[config.mk]
export PLATFORM = sky130hd
export DESIGN_NAME = core_lsu
export DESIGN_NICKNAME = d
export VERILOG_FILES = /design/src/rtl/core_lsu_pkg.sv /design/src/rtl/core_lsu_align.sv /design/src/rtl/core_lsu.sv
export SDC_FILE = /design/constraint.sdc
export NUM_CORES = 1
export LEC_CHECK = 0
export CORE_AREA = 2 2 121 123
export CTS_CLUSTER_DIAMETER = 150
export CTS_CLUSTER_SIZE = 25
export DETAILED_ROUTE_END_ITERATION = 16
export DIE_AREA = 0 0 123 125
export PLACE_DENSITY = 0.86
export SYNTH_ARGS = -nofsm -noshare
export SYNTH_HDL_FRONTEND = slang
export SYNTH_SLANG_ARGS = --single-unit
[constraint.sdc]
create_clock -name clk -period 4.27 [get_ports clk]
set_clock_uncertainty 0.1 [all_clocks]
set_input_delay 0.427 -clock clk [delete_from_list [all_inputs] [get_ports clk]]
set_output_delay 0.427 -clock clk [all_outputs]
set_load 0.01 [all_outputs]
[src/rtl/core_lsu_pkg.sv]
// core_lsu_pkg: shared encodings for the load/store unit.
//   size_e  - access size (byte/half/word); encoding 3 is folded to word
//   err_e   - completion status reported on resp_err_o
//   state_e - transfer FSM states
package core_lsu_pkg;

  typedef enum logic [1:0] {
    SZ_BYTE = 2'd0,
    SZ_HALF = 2'd1,
    SZ_WORD = 2'd2
  } size_e;

  typedef enum logic [1:0] {
    ERR_NONE     = 2'd0,
    ERR_MISALIGN = 2'd1,
    ERR_BUS      = 2'd2,
    ERR_TIMEOUT  = 2'd3
  } err_e;

  typedef enum logic [2:0] {
    ST_IDLE  = 3'd0,
    ST_REQ   = 3'd1,
    ST_WAIT  = 3'd2,
    ST_DRAIN = 3'd3,
    ST_DONE  = 3'd4
  } state_e;

  // Raw size field to access size; the illegal encoding 3 behaves as a word.
  function automatic size_e norm_size(input logic [1:0] sz);
    case (sz)
      2'd0:    return SZ_BYTE;
      2'd1:    return SZ_HALF;
      default: return SZ_WORD;
    endcase
  endfunction

  function automatic logic is_misaligned(input size_e sz, input logic [1:0] a);
    case (sz)
      SZ_BYTE: return 1'b0;
      SZ_HALF: return a[0];
      default: return (a != 2'b00);
    endcase
  endfunction

endpackage

[src/rtl/core_lsu_align.sv]
// core_lsu_align: combinational lane steering for the load/store unit.
//   size_i, addr_lo_i, signed_i - access description (byte offset in word)
//   wdata_i -> wdata_o, be_o     - store data replicated on all lanes + enables
//   rdata_i -> rdata_o           - load data shifted down and sign/zero extended
module core_lsu_align
  import core_lsu_pkg::*;
(
  input  size_e       size_i,
  input  logic [1:0]  addr_lo_i,
  input  logic        signed_i,
  input  logic [31:0] wdata_i,
  input  logic [31:0] rdata_i,
  output logic [3:0]  be_o,
  output logic [31:0] wdata_o,
  output logic [31:0] rdata_o
);

  logic [31:0] shifted;

  assign shifted = rdata_i >> {addr_lo_i, 3'b000};

  always_comb begin
    be_o    = '1;
    wdata_o = wdata_i;
    rdata_o = shifted;
    case (size_i)
      SZ_BYTE: begin
        be_o    = 4'b0001 << addr_lo_i;
        wdata_o = {4{wdata_i[7:0]}};
        rdata_o = {{24{signed_i & shifted[7]}}, shifted[7:0]};
      end
      SZ_HALF: begin
        be_o    = 4'b0011 << addr_lo_i;
        wdata_o = {2{wdata_i[15:0]}};
        rdata_o = {{16{signed_i & shifted[15]}}, shifted[15:0]};
      end
      default: begin
        be_o    = '1;
        wdata_o = wdata_i;
        rdata_o = shifted;
      end
    endcase
  end

endmodule

[src/rtl/core_lsu.sv]
// core_lsu: load/store unit between execute stage and peripheral bus.
//   req_*      - request from execute (valid, wr, addr, wdata, size, signed, rd)
//   flush_i    - abort the current request
//   hold_flag_o- stall pipeline while a transfer is outstanding
//   resp_*     - one-cycle completion (data, rd, write enable, error code)
//   bus_*      - req/ready/rvalid bus with word address and byte enables
module core_lsu
  import core_lsu_pkg::*;
#(
  parameter int unsigned ADDR_W      = 32,
  parameter int unsigned TIMEOUT_CYC = 255,
  parameter int unsigned CNT_W       = 8
) (
  input  logic              clk,
  input  logic              rst,
  input  logic              req_valid_i,
  input  logic              req_wr_i,
  input  logic [ADDR_W-1:0] req_addr_i,
  input  logic [31:0]       req_wdata_i,
  input  logic [1:0]        req_size_i,
  input  logic              req_signed_i,
  input  logic [4:0]        req_rd_i,
  input  logic              flush_i,
  output logic              hold_flag_o,
  output logic              resp_valid_o,
  output logic [31:0]       resp_data_o,
  output logic [4:0]        resp_rd_o,
  output logic              resp_wr_en_o,
  output logic [1:0]        resp_err_o,
  output logic              bus_req_o,
  input  logic              bus_ready_i,
  output logic              bus_wr_en_o,
  output logic [ADDR_W-1:0] bus_addr_o,
  output logic [31:0]       bus_wdata_o,
  output logic [3:0]        bus_be_o,
  input  logic              bus_rvalid_i,
  input  logic [31:0]       bus_rdata_i,
  input  logic              bus_err_i
);

  localparam logic [CNT_W-1:0] TO_LAST =
    CNT_W'((TIMEOUT_CYC > 0) ? (TIMEOUT_CYC - 1) : 0);

  state_e            state_q, state_d;
  logic [CNT_W-1:0]  cnt_q, cnt_d;
  logic              wr_q, wr_d;
  logic [ADDR_W-1:0] addr_q, addr_d;
  logic [31:0]       wdata_q, wdata_d;
  size_e             size_q, size_d;
  logic              signed_q, signed_d;
  logic [4:0]        rd_q, rd_d;
  err_e              err_q, err_d;
  logic [31:0]       rdata_q, rdata_d;

  logic        timeout_hit;
  logic [3:0]  be;
  logic [31:0] wdata_rep;
  logic [31:0] rdata_ext;
  logic        in_req, in_done;

  core_lsu_align u_align (
    .size_i    (size_q),
    .addr_lo_i (addr_q[1:0]),
    .signed_i  (signed_q),
    .wdata_i   (wdata_q),
    .rdata_i   (rdata_q),
    .be_o      (be),
    .wdata_o   (wdata_rep),
    .rdata_o   (rdata_ext)
  );

  // ">=" rather than "==" so a cycle that defers the timeout (flush taking
  // priority) still times out on the following cycle.
  assign timeout_hit = (TIMEOUT_CYC != 0) && (cnt_q >= TO_LAST);

  always_comb begin
    state_d  = state_q;
    cnt_d    = cnt_q;
    wr_d     = wr_q;
    addr_d   = addr_q;
    wdata_d  = wdata_q;
    size_d   = size_q;
    signed_d = signed_q;
    rd_d     = rd_q;
    err_d    = err_q;
    rdata_d  = rdata_q;
    case (state_q)
      ST_IDLE: begin
        cnt_d = '0;
        if (req_valid_i && !flush_i) begin
          wr_d     = req_wr_i;
          addr_d   = req_addr_i;
          wdata_d  = req_wdata_i;
          size_d   = norm_size(req_size_i);
          signed_d = req_signed_i;
          rd_d     = req_rd_i;
          if (is_misaligned(norm_size(req_size_i), req_addr_i[1:0])) begin
            err_d   = ERR_MISALIGN;
            state_d = ST_DONE;
          end else begin
            err_d   = ERR_NONE;
            state_d = ST_REQ;
          end
        end
      end
      ST_REQ: begin
        cnt_d = cnt_q + CNT_W'(1);
        if (flush_i) begin
          // Accepted in the same cycle: a response is still owed by the bus.
          state_d = bus_ready_i ? ST_DRAIN : ST_IDLE;
        end else if (timeout_hit) begin
          err_d   = ERR_TIMEOUT;
          state_d = ST_DONE;
        end else if (bus_ready_i) begin
          state_d = ST_WAIT;
        end
      end
      ST_WAIT: begin
        cnt_d = cnt_q + CNT_W'(1);
        if (bus_rvalid_i) begin
          if (flush_i) begin
            state_d = ST_IDLE;
          end else begin
            rdata_d = bus_rdata_i;
            if (bus_err_i) err_d = ERR_BUS;
            else           err_d = ERR_NONE;
            state_d = ST_DONE;
          end
        end else if (flush_i) begin
          state_d = ST_DRAIN;
        end else if (timeout_hit) begin
          err_d   = ERR_TIMEOUT;
          state_d = ST_DONE;
        end
      end
      ST_DRAIN: begin
        cnt_d = cnt_q + CNT_W'(1);
        if (bus_rvalid_i || timeout_hit) state_d = ST_IDLE;
      end
      ST_DONE: begin
        state_d = ST_IDLE;
      end
      default: begin
        state_d = ST_IDLE;
      end
    endcase
  end

  always_ff @(posedge clk or posedge rst) begin
    if (rst) begin
      state_q  <= ST_IDLE;
      cnt_q    <= '0;
      wr_q     <= 1'b0;
      addr_q   <= '0;
      wdata_q  <= '0;
      size_q   <= SZ_BYTE;
      signed_q <= 1'b0;
      rd_q     <= '0;
      err_q    <= ERR_NONE;
      rdata_q  <= '0;
    end else begin
      state_q  <= state_d;
      cnt_q    <= cnt_d;
      wr_q     <= wr_d;
      addr_q   <= addr_d;
      wdata_q  <= wdata_d;
      size_q   <= size_d;
      signed_q <= signed_d;
      rd_q     <= rd_d;
      err_q    <= err_d;
      rdata_q  <= rdata_d;
    end
  end

  assign in_req  = (state_q == ST_REQ);
  assign in_done = (state_q == ST_DONE);

  assign bus_req_o   = in_req;
  assign bus_wr_en_o = in_req & wr_q;
  assign bus_addr_o  = in_req ? {addr_q[ADDR_W-1:2], 2'b00} : '0;
  assign bus_be_o    = in_req ? be : '0;
  assign bus_wdata_o = in_req ? wdata_rep : '0;

  assign resp_valid_o = in_done;
  assign resp_err_o   = in_done ? err_q : ERR_NONE;
  assign resp_rd_o    = in_done ? rd_q : '0;
  assign resp_wr_en_o = in_done & ~wr_q & (err_q == ERR_NONE);
  assign resp_data_o  = resp_wr_en_o ? rdata_ext : '0;

  assign hold_flag_o = ((state_q == ST_IDLE) & req_valid_i & ~flush_i)
                     | in_req | (state_q == ST_WAIT);

endmodule

==> reports/results.tsv, run 1 <==
stage	metric	value	unit
run_status	status	complete, no violations	
synthesis	Commonest cells post-synth	118 x dfrtp_1, 105 x mux2_2, 53 x and2_1	
pwr	Switch Pwr	2070	uW
routing	DRT iter0 DRCs	334	
worst_setup_path	CP startpoint kind	flop	
synthesis	asr flop ratio synth	100	%
synthesis	Syn Area/Cell	10.9	sq um
timing	period utilization	87.0	%
synthesis	Yosys top cell area share	46.8	%
worst_setup_path	Arr. time, crit path	3190	ps
routing	Routed Antenna Nets	0	
timing	Worst-Margin Slew	986	ps
cells_and_area	fraction of layout cells with a size suffix above 1	19.0	%
routing	Routed WL	17.1	mm
synthesis	Distinct cells, synth	52	
synthesis	Post-Synth Simple-Gate Area	14.5	%
floorplan	row count	44	
place	Post-DP HPWL	12.0	mm
synthesis	Cells after Synth	581	
place	input/output buffers	221	
floorplan	initial core utilization	44.4	%
cells_and_area	final net count	902	
pwr	clock share of power	23.5	%
clock_tree	H-tree depth	4	
floorplan	Die Area	15400	sq um
grt	GRT Total Usage	23.4	%
clock_tree	postcts setup bufs	0	
timing	Post-Route Setup TNS	0	ps
synthesis	Synth Register Bits	118	
routing	routed length per instance	17.3	um
floorplan	CORE AREA	14200	sq um
clock_tree	CTS Hold Bufs	0	
cells_and_area	Antenna diodes	0	
worst_setup_path	CP endpoint kind	primary output	
pwr	Tot Pwr	5980	uW
clock_tree	TritonCTS clock tree	done	
timing	final setup vio count	0	
pwr	Cell Pwr Density	648	nW/um^2
pwr	Switching Fraction	34.6	%
worst_setup_path	reg-to-reg slack, setup	1830	ps
clock_tree	Clock Latency Late Sink	410	ps
timing	RSZ-0062 raised after global routing	false	
cells_and_area	area occupied by multi-input gates	3150	sq um
cells_and_area	Register Area	2950	sq um
routing	DRT Pass-1 Iters	4	
synthesis	XOR/XNOR share of the synthesized area	0.833	%
grt	grt ovf	0	
routing	vias per inst	5.29	
cells_and_area	final core utilization	65.0	%
place	Placer Congestion	0.838	
synthesis	most common cell in the synthesized netlist	dfrtp_1	
run	max-cap viol count	0	
routing	via count	5200	
clock_tree	clk slew on worst S/H paths	50	ps
synthesis	Synth Area in Adders	0.397	%
timing	Fin. Hold Viols	0	
pwr	Flop pwr share	36.0	%
routing	# DRC	0	
clock_tree	root buffer cell	clkbuf_16	
floorplan	io pins	224	
clock_tree	clk sink count	118	
grt	number of global-route vias before repair	5431	
synthesis	Post-synth EDFFs	0	
min_path	hold crit path type	flop to flop	
synthesis	Post-synth top flop	dfrtp_1	
timing	relative slew slack	34.2	%
clock_tree	post_cts resized	0	
synthesis	post-synthesis sequential area ratio	46.8	%
worst_setup_path	Worst Path Required	3740	ps
timing	f_max	269	MHz
clock_tree	cts bufs inserted	17	
synthesis	largest family of logic cells by synthesized area	multiplexers	
worst_setup_path	Critical Path Fanout Max	19	
grt	largest net degree at the start of global routing	75	
timing	Final Critical Period	3710	ps
pwr	power share of the combinational group	40.5	%
cells_and_area	Layout area overhead	46.3	%
synthesis	YS warnings	0	
worst_setup_path	Crit Path Class	flop to primary output	
pwr	P_leak	0.00385	uW
clock_tree	clock buffer depth	2	
synthesis	synth top area cells	dfrtp_1 47%, mux2_2 19%, and2_1 5.3%, mux2i_1 5.1%, nor2_1 2.9%	
cells_and_area	Fill cells	1108	
floorplan	Die Wd	123	um
grt	first-pass GRT wire length	28.2	mm
timing	max-slew violations	0	
synthesis	biggest area consumer among synthesized cells	dfrtp_1	
synthesis	mux cell area share after synthesis	24.0	%
synthesis	Syn Std Cell Area	6310	sq um
grt	antenna violations before repair	0	
pwr	Max VDD drop	0.315	mV
pwr	Int Pwr	3910	uW
floorplan	die height	125	um
synthesis	Synth Area in Compound Gates	9.82	%
## layout make-up
type / instances / area share [%]
Clock buffer: 20 / 4.84
Clock inverter: 10 / 1.42
Inverter: 8 / 0.353
Multi-Input combinational cell: 414 / 34.1
Sequential cell: 118 / 32.0
Tap cell: 184 / 2.49
Timing Repair Buffer: 229 / 24.8
## worst paths after layout
check	end	depth (start not counted)	from
min in group asynchronous	addr_q[10]	2	rst
max in group asynchronous	rdata_q[29]	3	rst
hold / removal	addr_q[19]	1	addr_q[19]
setup / recovery	resp_data_o[27]	5	state_q[2]
setup reg to reg	signed_q	3	state_q[0]
hold reg to reg	addr_q[19]	1	addr_q[19]
## power groups by stage
stage	Combinational (uW)	Clock [uW]	Sequential, uW
after detailed placement	2420	0	2160
after CTS	2440	1440	2150
after floorplan	1770	0	1890
final	2420	1410	2150
after global placement	2370	0	2130
after global routing	2660	1490	2250
## flip-flops by register name, indices dropped and copies added, names as in the netlist
name / count
err_q: 2
wdata_q: 32
size_q: 2
addr_q: 32
signed_q: 1
state_q: 3
wr_q: 1
rd_q: 5
rdata_q: 32
cnt_q: 8
## critical path: stages (launching register included)
cell and delay, ps:
dfrtp_1 630, nor3b_4 470, nand2_2 350, a2111oi_4 640
a21o_1 150, clkdlybuf4s50_1 530
## routing by layer
metal	vias up	global-route usage [%]	routed length [um]	share of wire (%)
met5	-	0	0	0
met4	0	10.1	486	2.8
met3	34	5.06	1010	5.9
met2	180	37.6	8450	50
met1	2541	30.4	7100	42
li1	2445	-	-	-
## cells in the final DEF, fill, tap and decap left out, drive strengths merged, types with 3 or more instances in the layout
master,n
clkdlybuf4s50,221
dfrtp,118
mux2,106
and2,53
nor2,50
mux2i,32
a21oi,31
nand2,26
o21ai,23
clkbuf,20
a211oi,17
nor2b,12
a21o,8
inv,8
buf,8
clkinv,6
nor3b,5
nand2b,4
xor2,4
nand4,3
or3,3
o31ai,3
nand3,3
bufinv,3
nor3,3
## cells by family (layout without fill, tap and decap cells)
group           after synthesis  in the layout
flops                       118            118
fa+ha+maj                     2              2
mux                         138            138
xor+xnor                      6              6
simple gates                170            170
buf+inv                      50            267
compound gates               96             96
other cells                   1              2
## stage by stage
stage / worst slack, ps / area, sq um / std cells / hold slack (ps)
finish: 557 / 9230 / 983 / 395
global route: 348 / 9230 / 983 / 420
CTS: 531 / 9230 / 983 / 399
detailed placement: 994 / 8650 / 953 / 387
global placement: 1020 / 8650 / 953 / 378
floorplan: 614 / 6310 / 582 / 371
No activity file was read; power rests on OpenSTA's default activity.
==> run 2: changes to the inputs <==
- GPL_TIMING_DRIVEN: not set -> 0
==> run 2 against run 1 <==
Global-route usage is 2.1 points higher. First-iteration DRC count is 34% higher. Design area is 1.3% higher. Worst setup slack better by 27 ps. Highest routed layer unchanged.
==> reports/results.tsv, run 2 (synthesis results as in run 1) <==
stage	metric	value	unit	change
routing	DRT iter0 DRCs	447		+34%
routing	routed length per instance	18.9	um	+9.2%
timing	relative slew slack	44.6	%	+10 points
run_status	status	complete, no violations		
routing	# DRC	0		unchanged
timing	Final Critical Period	3690	ps	-27.0 ps
floorplan	Die Area	15400	sq um	unchanged
clock_tree	cts bufs inserted	17		unchanged
grt	grt ovf	0		unchanged
routing	DRT Pass-1 Iters	5		+1
grt	number of global-route vias before repair	5697		+4.9%
worst_setup_path	Setup crit end	resp_data_o[30]		
clock_tree	clock buffer depth	2		unchanged
place	Placer Congestion	0.864		+3.0%
floorplan	initial core utilization	44.4	%	unchanged
routing	Routed Antenna Nets	0		unchanged
worst_setup_path	reg-to-reg slack, setup	2180	ps	+350 ps
worst_setup_path	ordered cell list for the critical path	buf_2 > nor3b_4 > nand4b_1 > nor2_2 > a21o_1 > clkdlybuf4s50_1		
worst_setup_path	Crit Path Class	flop to primary output		
place	dpl cells	987		+3.6%
clock_tree	post_cts resized	0		unchanged
place	pre-CTS setup slack	1030	ps	+39.8 ps
clock_tree	TritonCTS clock tree	done		
place	input/output buffers	220		-0.45%
clock_tree	root buffer cell	clkbuf_16		
clock_tree	clk sink count	118		unchanged
timing	max-slew violations	0		unchanged
routing	Routed WL	19.3	mm	+13%
routing	M1 wire length	7.85	mm	+10%
min_path	hold crit path type	input port to asynchronous set/reset pin		
worst_setup_path	CP endpoint kind	primary output		
clock_tree	clk slew on worst S/H paths	60	ps	about the same
timing	RSZ-0062 raised after global routing	false		
cells_and_area	fraction of layout cells with a size suffix above 1	20.7	%	+1.7 points
floorplan	die height	125	um	unchanged
floorplan	row count	44		unchanged
grt	first-pass GRT wire length	30.0	mm	+6.6%
cells_and_area	biggest regs	addr_q x32, rdata_q x32, wdata_q x32		
grt	GRT Total Usage	25.5	%	+2.1 points
cells_and_area	leading cell type in the layout, fill and taps excluded	clkdlybuf4s50_1		
worst_setup_path	Worst Path Required	3740	ps	about the same
clock_tree	postcts setup bufs	0		unchanged
worst_setup_path	CP startpoint kind	flop		
timing	Worst-Margin Slew	831	ps	-156 ps
worst_setup_path	CP peak stage delay	540	ps	-100 ps
pwr	Tot Pwr	6100	uW	+2.0%
pwr	Max VDD drop	0.346	mV	+10%
place	Post-DP HPWL	13.8	mm	+15%
clock_tree	CTS Hold Bufs	0		unchanged
timing	f_max	271	MHz	+0.73%
floorplan	io pins	224		unchanged
cells_and_area	commonest cells after routing, fill and taps aside	220 x clkdlybuf4s50_1, 118 x dfrtp_1, 105 x mux2_2, 53 x and2_1, 49 x nor2_1		
worst_setup_path	Arr. time, crit path	3160	ps	-30 ps
routing	DR WL met3	1.38	mm	+37%
cells_and_area	final net count	936		+3.8%
clock_tree	Clock Latency Late Sink	420	ps	about the same
worst_setup_path	crit path launch	state_q[0]		
pwr	P_leak	0.00393	uW	+2.0%
timing	period utilization	86.3	%	-0.63 points
cells_and_area	final std cells w/o fill	1020		+3.8%
routing	via count	5504		+5.8%
clock_tree	H-tree depth	4		unchanged
worst_setup_path	R2R Path End	rdata_q[28]		
run	max-cap viol count	0		unchanged
worst_setup_path	Worst R2R Path Depth	5		+2
grt	largest net degree at the start of global routing	64		-15%
timing	final setup vio count	0		unchanged
worst_setup_path	worst r2r src	state_q[1]		
grt	antenna violations before repair	1		+1
worst_setup_path	slowest library cell on the worst path	clkdlybuf4s50_1		
timing	final setup margin	584	ps	+27.0 ps
floorplan	Die Wd	123	um	unchanged
pwr	Cell Pwr Density	652	nW/um^2	+0.68%
floorplan	CORE AREA	14200	sq um	unchanged
timing	Fin. Hold Viols	0		unchanged
cells_and_area	Layout area overhead	48.3	%	
routing	top routing layer in use	met4		
routing	vias per inst	5.40		+2.0%
worst_setup_path	Critical Path Fanout Max	10		-9
routing	WL met2	9.57	mm	+13%
run 2: cell types whose count changed in the layout (fill, tap and decap cells not counted), moves of 2 or more:
cell,change
buf_4,-5
buf_2,+23
clkinv_4,+2
inv_6,+5
clkinv_2,-2
bufinv_16,-2
buf_1,+3
clkbuf_1,+12
run 2: per-stage QoR:
step | util (%) | instance area (sq um) | hold WS [ps] | TNS, ps
floorplan | - | 6310 | 371 | 0
global route | 65.8 | 9350 | 383 | 0
CTS | 65.8 | 9350 | 343 | 0
detailed placement | 61.8 | 8770 | 385 | 0
finish | 65.8 | 9350 | 326 | 0
global placement | 61.5 | 8740 | 378 | -139610
run 2: cell type report:
type | count | area, sq um
diodes | 1 | 2.50
plain buffers | 42 | 194
clock buffers | 19 | 453
clock inverters | 13 | 121
fillers | 1131 | 4850
inverters | 8 | 35.0
multi-input cells | 414 | 3130
flip-flops and latches | 118 | 2950
well taps | 184 | 230
repair buffers | 221 | 2230
run 2: power by group:
part | switching [uW] | internal, uW | leakage [uW]
Sequential | 371 | 1640 | 0.00144
Combinational | 1310 | 1380 | 0.00221
Clock | 553 | 836 | 0.000281
Total | 2240 | 3860 | 0.00393
run 2: worst max-delay path, delay by kind of cell, from the launching register on:
| kind | cells | cell delay, ps |
|---|---|---|
| flip-flops | 1 | 350 |
| buffers and inverters | 2 | 730 |
| AND/OR/NAND/NOR | 3 | 1480 |
| AO/OA/AOI/OAI | 1 | 180 |
run 2: worst min-delay path by stage:
stage,start,to,slack (ps)
5_1_grt,rst,addr_q[19],380
6_report,rst,addr_q[15],330
3_5_place_dp,addr_q[20],addr_q[20],380
3_3_place_gp,addr_q[8],addr_q[8],380
2_1_floorplan,addr_q[31],addr_q[31],370
4_1_cts,rst,addr_q[15],340
run 2: layer usage:
layer,vias to the layer above,track usage (%)
met5,-,0
met4,0,9.29
met3,33,8.67
met2,222,41.6
met1,2729,31.2
li1,2520,-
==> run 3: changes to the inputs <==
- CORE_AREA: 2 2 121 123 -> 2 2 148 150
- DIE_AREA: 0 0 123 125 -> 0 0 150 152
- PLACE_DENSITY: 0.86 -> 0.63
==> run 3 against run 2 <==
Clock power rose by 4%. Total power about the same. Sequential share of layout area decreased by 0.45 points. Wire length increased by 1.7%. Sequential power is essentially flat. Critical path depth unchanged. Register-to-register slack improved by 70 ps. Utilization fell by 21 points. First-iteration DRC count down 40%. Fmax down 5.7%. Design area grew 1.4%. Cell count up 9.3%.
==> reports/results.tsv, run 3 (synthesis results as in run 1) <==
stage	metric	value	unit	change
timing	RSZ-0062 raised after global routing	false		
grt	number of global-route vias before repair	5509		-3.3%
clock_tree	root buffer cell	clkbuf_16		
floorplan	Die Wd	150	um	+22%
floorplan	die height	152	um	+22%
timing	Fin. Hold Viols	0		unchanged
worst_setup_path	delay-heaviest family, CP	simple AND/OR/NAND/NOR gates		
clock_tree	CTS Hold Bufs	0		unchanged
pwr	Int Pwr	3900	uW	+0.90%
grt	grt ovf	0		unchanged
worst_setup_path	CP startpoint kind	flop		
place	pre-CTS setup slack	824	ps	-210 ps
pwr	Switching Fraction	36.2	%	-0.53 points
worst_setup_path	Crit Path Class	flop to primary output		
pwr	Max VDD drop	0.283	mV	-18%
pwr	Tot Pwr	6100	uW	about the same
timing	Post-Route Setup TNS	0	ps	unchanged
timing	relative slew slack	46.1	%	+1.5 points
floorplan	io pins	224		unchanged
timing	final setup margin	363	ps	-221 ps
clock_tree	clk sink count	118		unchanged
place	input/output buffers	220		unchanged
timing	max-slew violations	0		unchanged
floorplan	CORE AREA	21400	sq um	+50%
cells_and_area	final net count	936		unchanged
grt	antenna violations before repair	0		-1
timing	period utilization	91.5	%	+5.2 points
routing	via count	5285		-4.0%
clock_tree	Clock Latency Late Sink	410	ps	about the same
grt	first-pass GRT wire length	30.7	mm	+2.3%
grt	GRT Total Usage	17.5	%	-8.0 points
floorplan	initial core utilization	29.5	%	-15 points
timing	f_max	256	MHz	-5.7%
pwr	clock share of power	23.6	%	+0.8 points
worst_setup_path	slowest library cell on the worst path	clkdlybuf4s50_1		
pwr	P_leak	0.00394	uW	+0.17%
worst_setup_path	worst r2r src	state_q[0]		
cells_and_area	biggest regs	addr_q x32, rdata_q x32, wdata_q x32		
grt	largest net degree at the start of global routing	62		-3.1%
clock_tree	post_cts resized	0		unchanged
place	Placer Congestion	0.846		-2.0%
pwr	Cell Pwr Density	643	nW/um^2	-1.4%
cells_and_area	leading cell type in the layout, fill and taps excluded	clkdlybuf4s50_1		
cells_and_area	commonest cells after routing, fill and taps aside	220 x clkdlybuf4s50_1, 118 x dfrtp_1, 105 x mux2_2, 53 x and2_1, 49 x nor2_1		
routing	DRT Pass-1 Iters	4		-1
worst_setup_path	Worst Path Required	3740	ps	about the same
worst_setup_path	Critical Path Fanout Max	10		unchanged
worst_setup_path	WP buf/inv	2		unchanged
clock_tree	clock buffer depth	2		unchanged
cells_and_area	Layout area overhead	50.4	%	
clock_tree	cts bufs inserted	17		unchanged
floorplan	row count	54		+23%
worst_setup_path	crit path launch	state_q[0]		
worst_setup_path	ordered cell list for the critical path	buf_2 > nor3b_4 > nand4b_1 > nor2_2 > a21o_1 > clkdlybuf4s50_1		
routing	vias per inst	4.74		-12%
routing	DRT iter0 DRCs	270		-40%
timing	final setup vio count	0		unchanged
clock_tree	clk slew on worst S/H paths	60	ps	about the same
clock_tree	H-tree depth	4		unchanged
routing	Routed Antenna Nets	0		unchanged
worst_setup_path	CP endpoint kind	primary output		
worst_setup_path	CP peak stage delay	580	ps	+40 ps
place	Post-DP HPWL	14.3	mm	+3.3%
routing	# DRC	0		unchanged
routing	routed length per instance	17.6	um	-7.0%
timing	Final Critical Period	3910	ps	+221 ps
min_path	hold crit path type	input port to asynchronous set/reset pin		
pwr	Switch Pwr	2210	uW	-1.4%
cells_and_area	fraction of layout cells with a size suffix above 1	20.7	%	unchanged
routing	Routed WL	19.6	mm	+1.7%
worst_setup_path	Arr. time, crit path	3380	ps	+220 ps
clock_tree	postcts setup bufs	0		unchanged
cells_and_area	Antenna diodes	0		-1
run_status	status	complete, no violations		
floorplan	Die Area	22800	sq um	+48%
timing	Worst-Margin Slew	809	ps	-22.2 ps
clock_tree	TritonCTS clock tree	done		
pwr	Flop pwr share	32.5	%	-0.5 points
run	max-cap viol count	0		unchanged
pwr	power share of the combinational group	43.9	%	-0.3 points
run 3: changes by cell type in the layout (fill, tap and decap cells not counted), sizes merged:
cell,change
diode,-1
inv,+3
bufinv,+1
clkbuf,-2
clkinv,-2
run 3: worst paths after layout:
path | end | slack (ps) | depth (start not counted)
max | resp_data_o[31] | 360 | 6
min | addr_q[4] | 350 | 2
max reg2reg | signed_q | 2250 | 6
min reg2reg | addr_q[21] | 400 | 1
max in group asynchronous | wdata_q[7] | 3000 | 3
min in group clk | addr_q[21] | 400 | 1
run 3: stage by stage:
step           utilization [%]  hold slack (ps)  cell area (sq um)  cells
2_1_floorplan                -              371               6310    582
3_3_place_gp              41.5              378               8860   1082
3_5_place_dp              41.7              385               8890   1083
4_1_cts                   44.4              379               9490   1115
5_1_grt                   44.4              389               9490   1115
6_report                  44.4              353               9490   1115
run 3: worst reg2reg max path: stages (launching register included):
cell and delay [ps]:
dfrtp_1 360, buf_2 190, nor3_4 340, nand2_1 150, buf_2 220, buf_2 240
mux2_2 300
run 3: power by group through the flow:
stage / logic (uW) / clock network, uW / registers, uW
floorplan: 1770 / 0 / 1890
detailed placement: 2690 / 0 / 2000
global route: 2940 / 1530 / 2060
finish: 2680 / 1440 / 1980
CTS: 2700 / 1480 / 1980
global placement: 2660 / 0 / 1980
run 3: cell type report:
class,instances,area (sq um)
fillers,2103,11900
clock inverters,15,166
well taps,280,350
multi-input cells,414,3130
plain buffers,42,194
clock buffers,17,425
repair buffers,221,2230
flip-flops and latches,118,2950
inverters,8,35.0
run 3: layer usage:
metal	part of all wire, %	vias up	track usage (%)
met5	0	-	0
met4	1.6	0	6.15
met3	5.9	24	4.05
met2	48	164	28.2
met1	45	2579	23.0
li1	-	2518	-
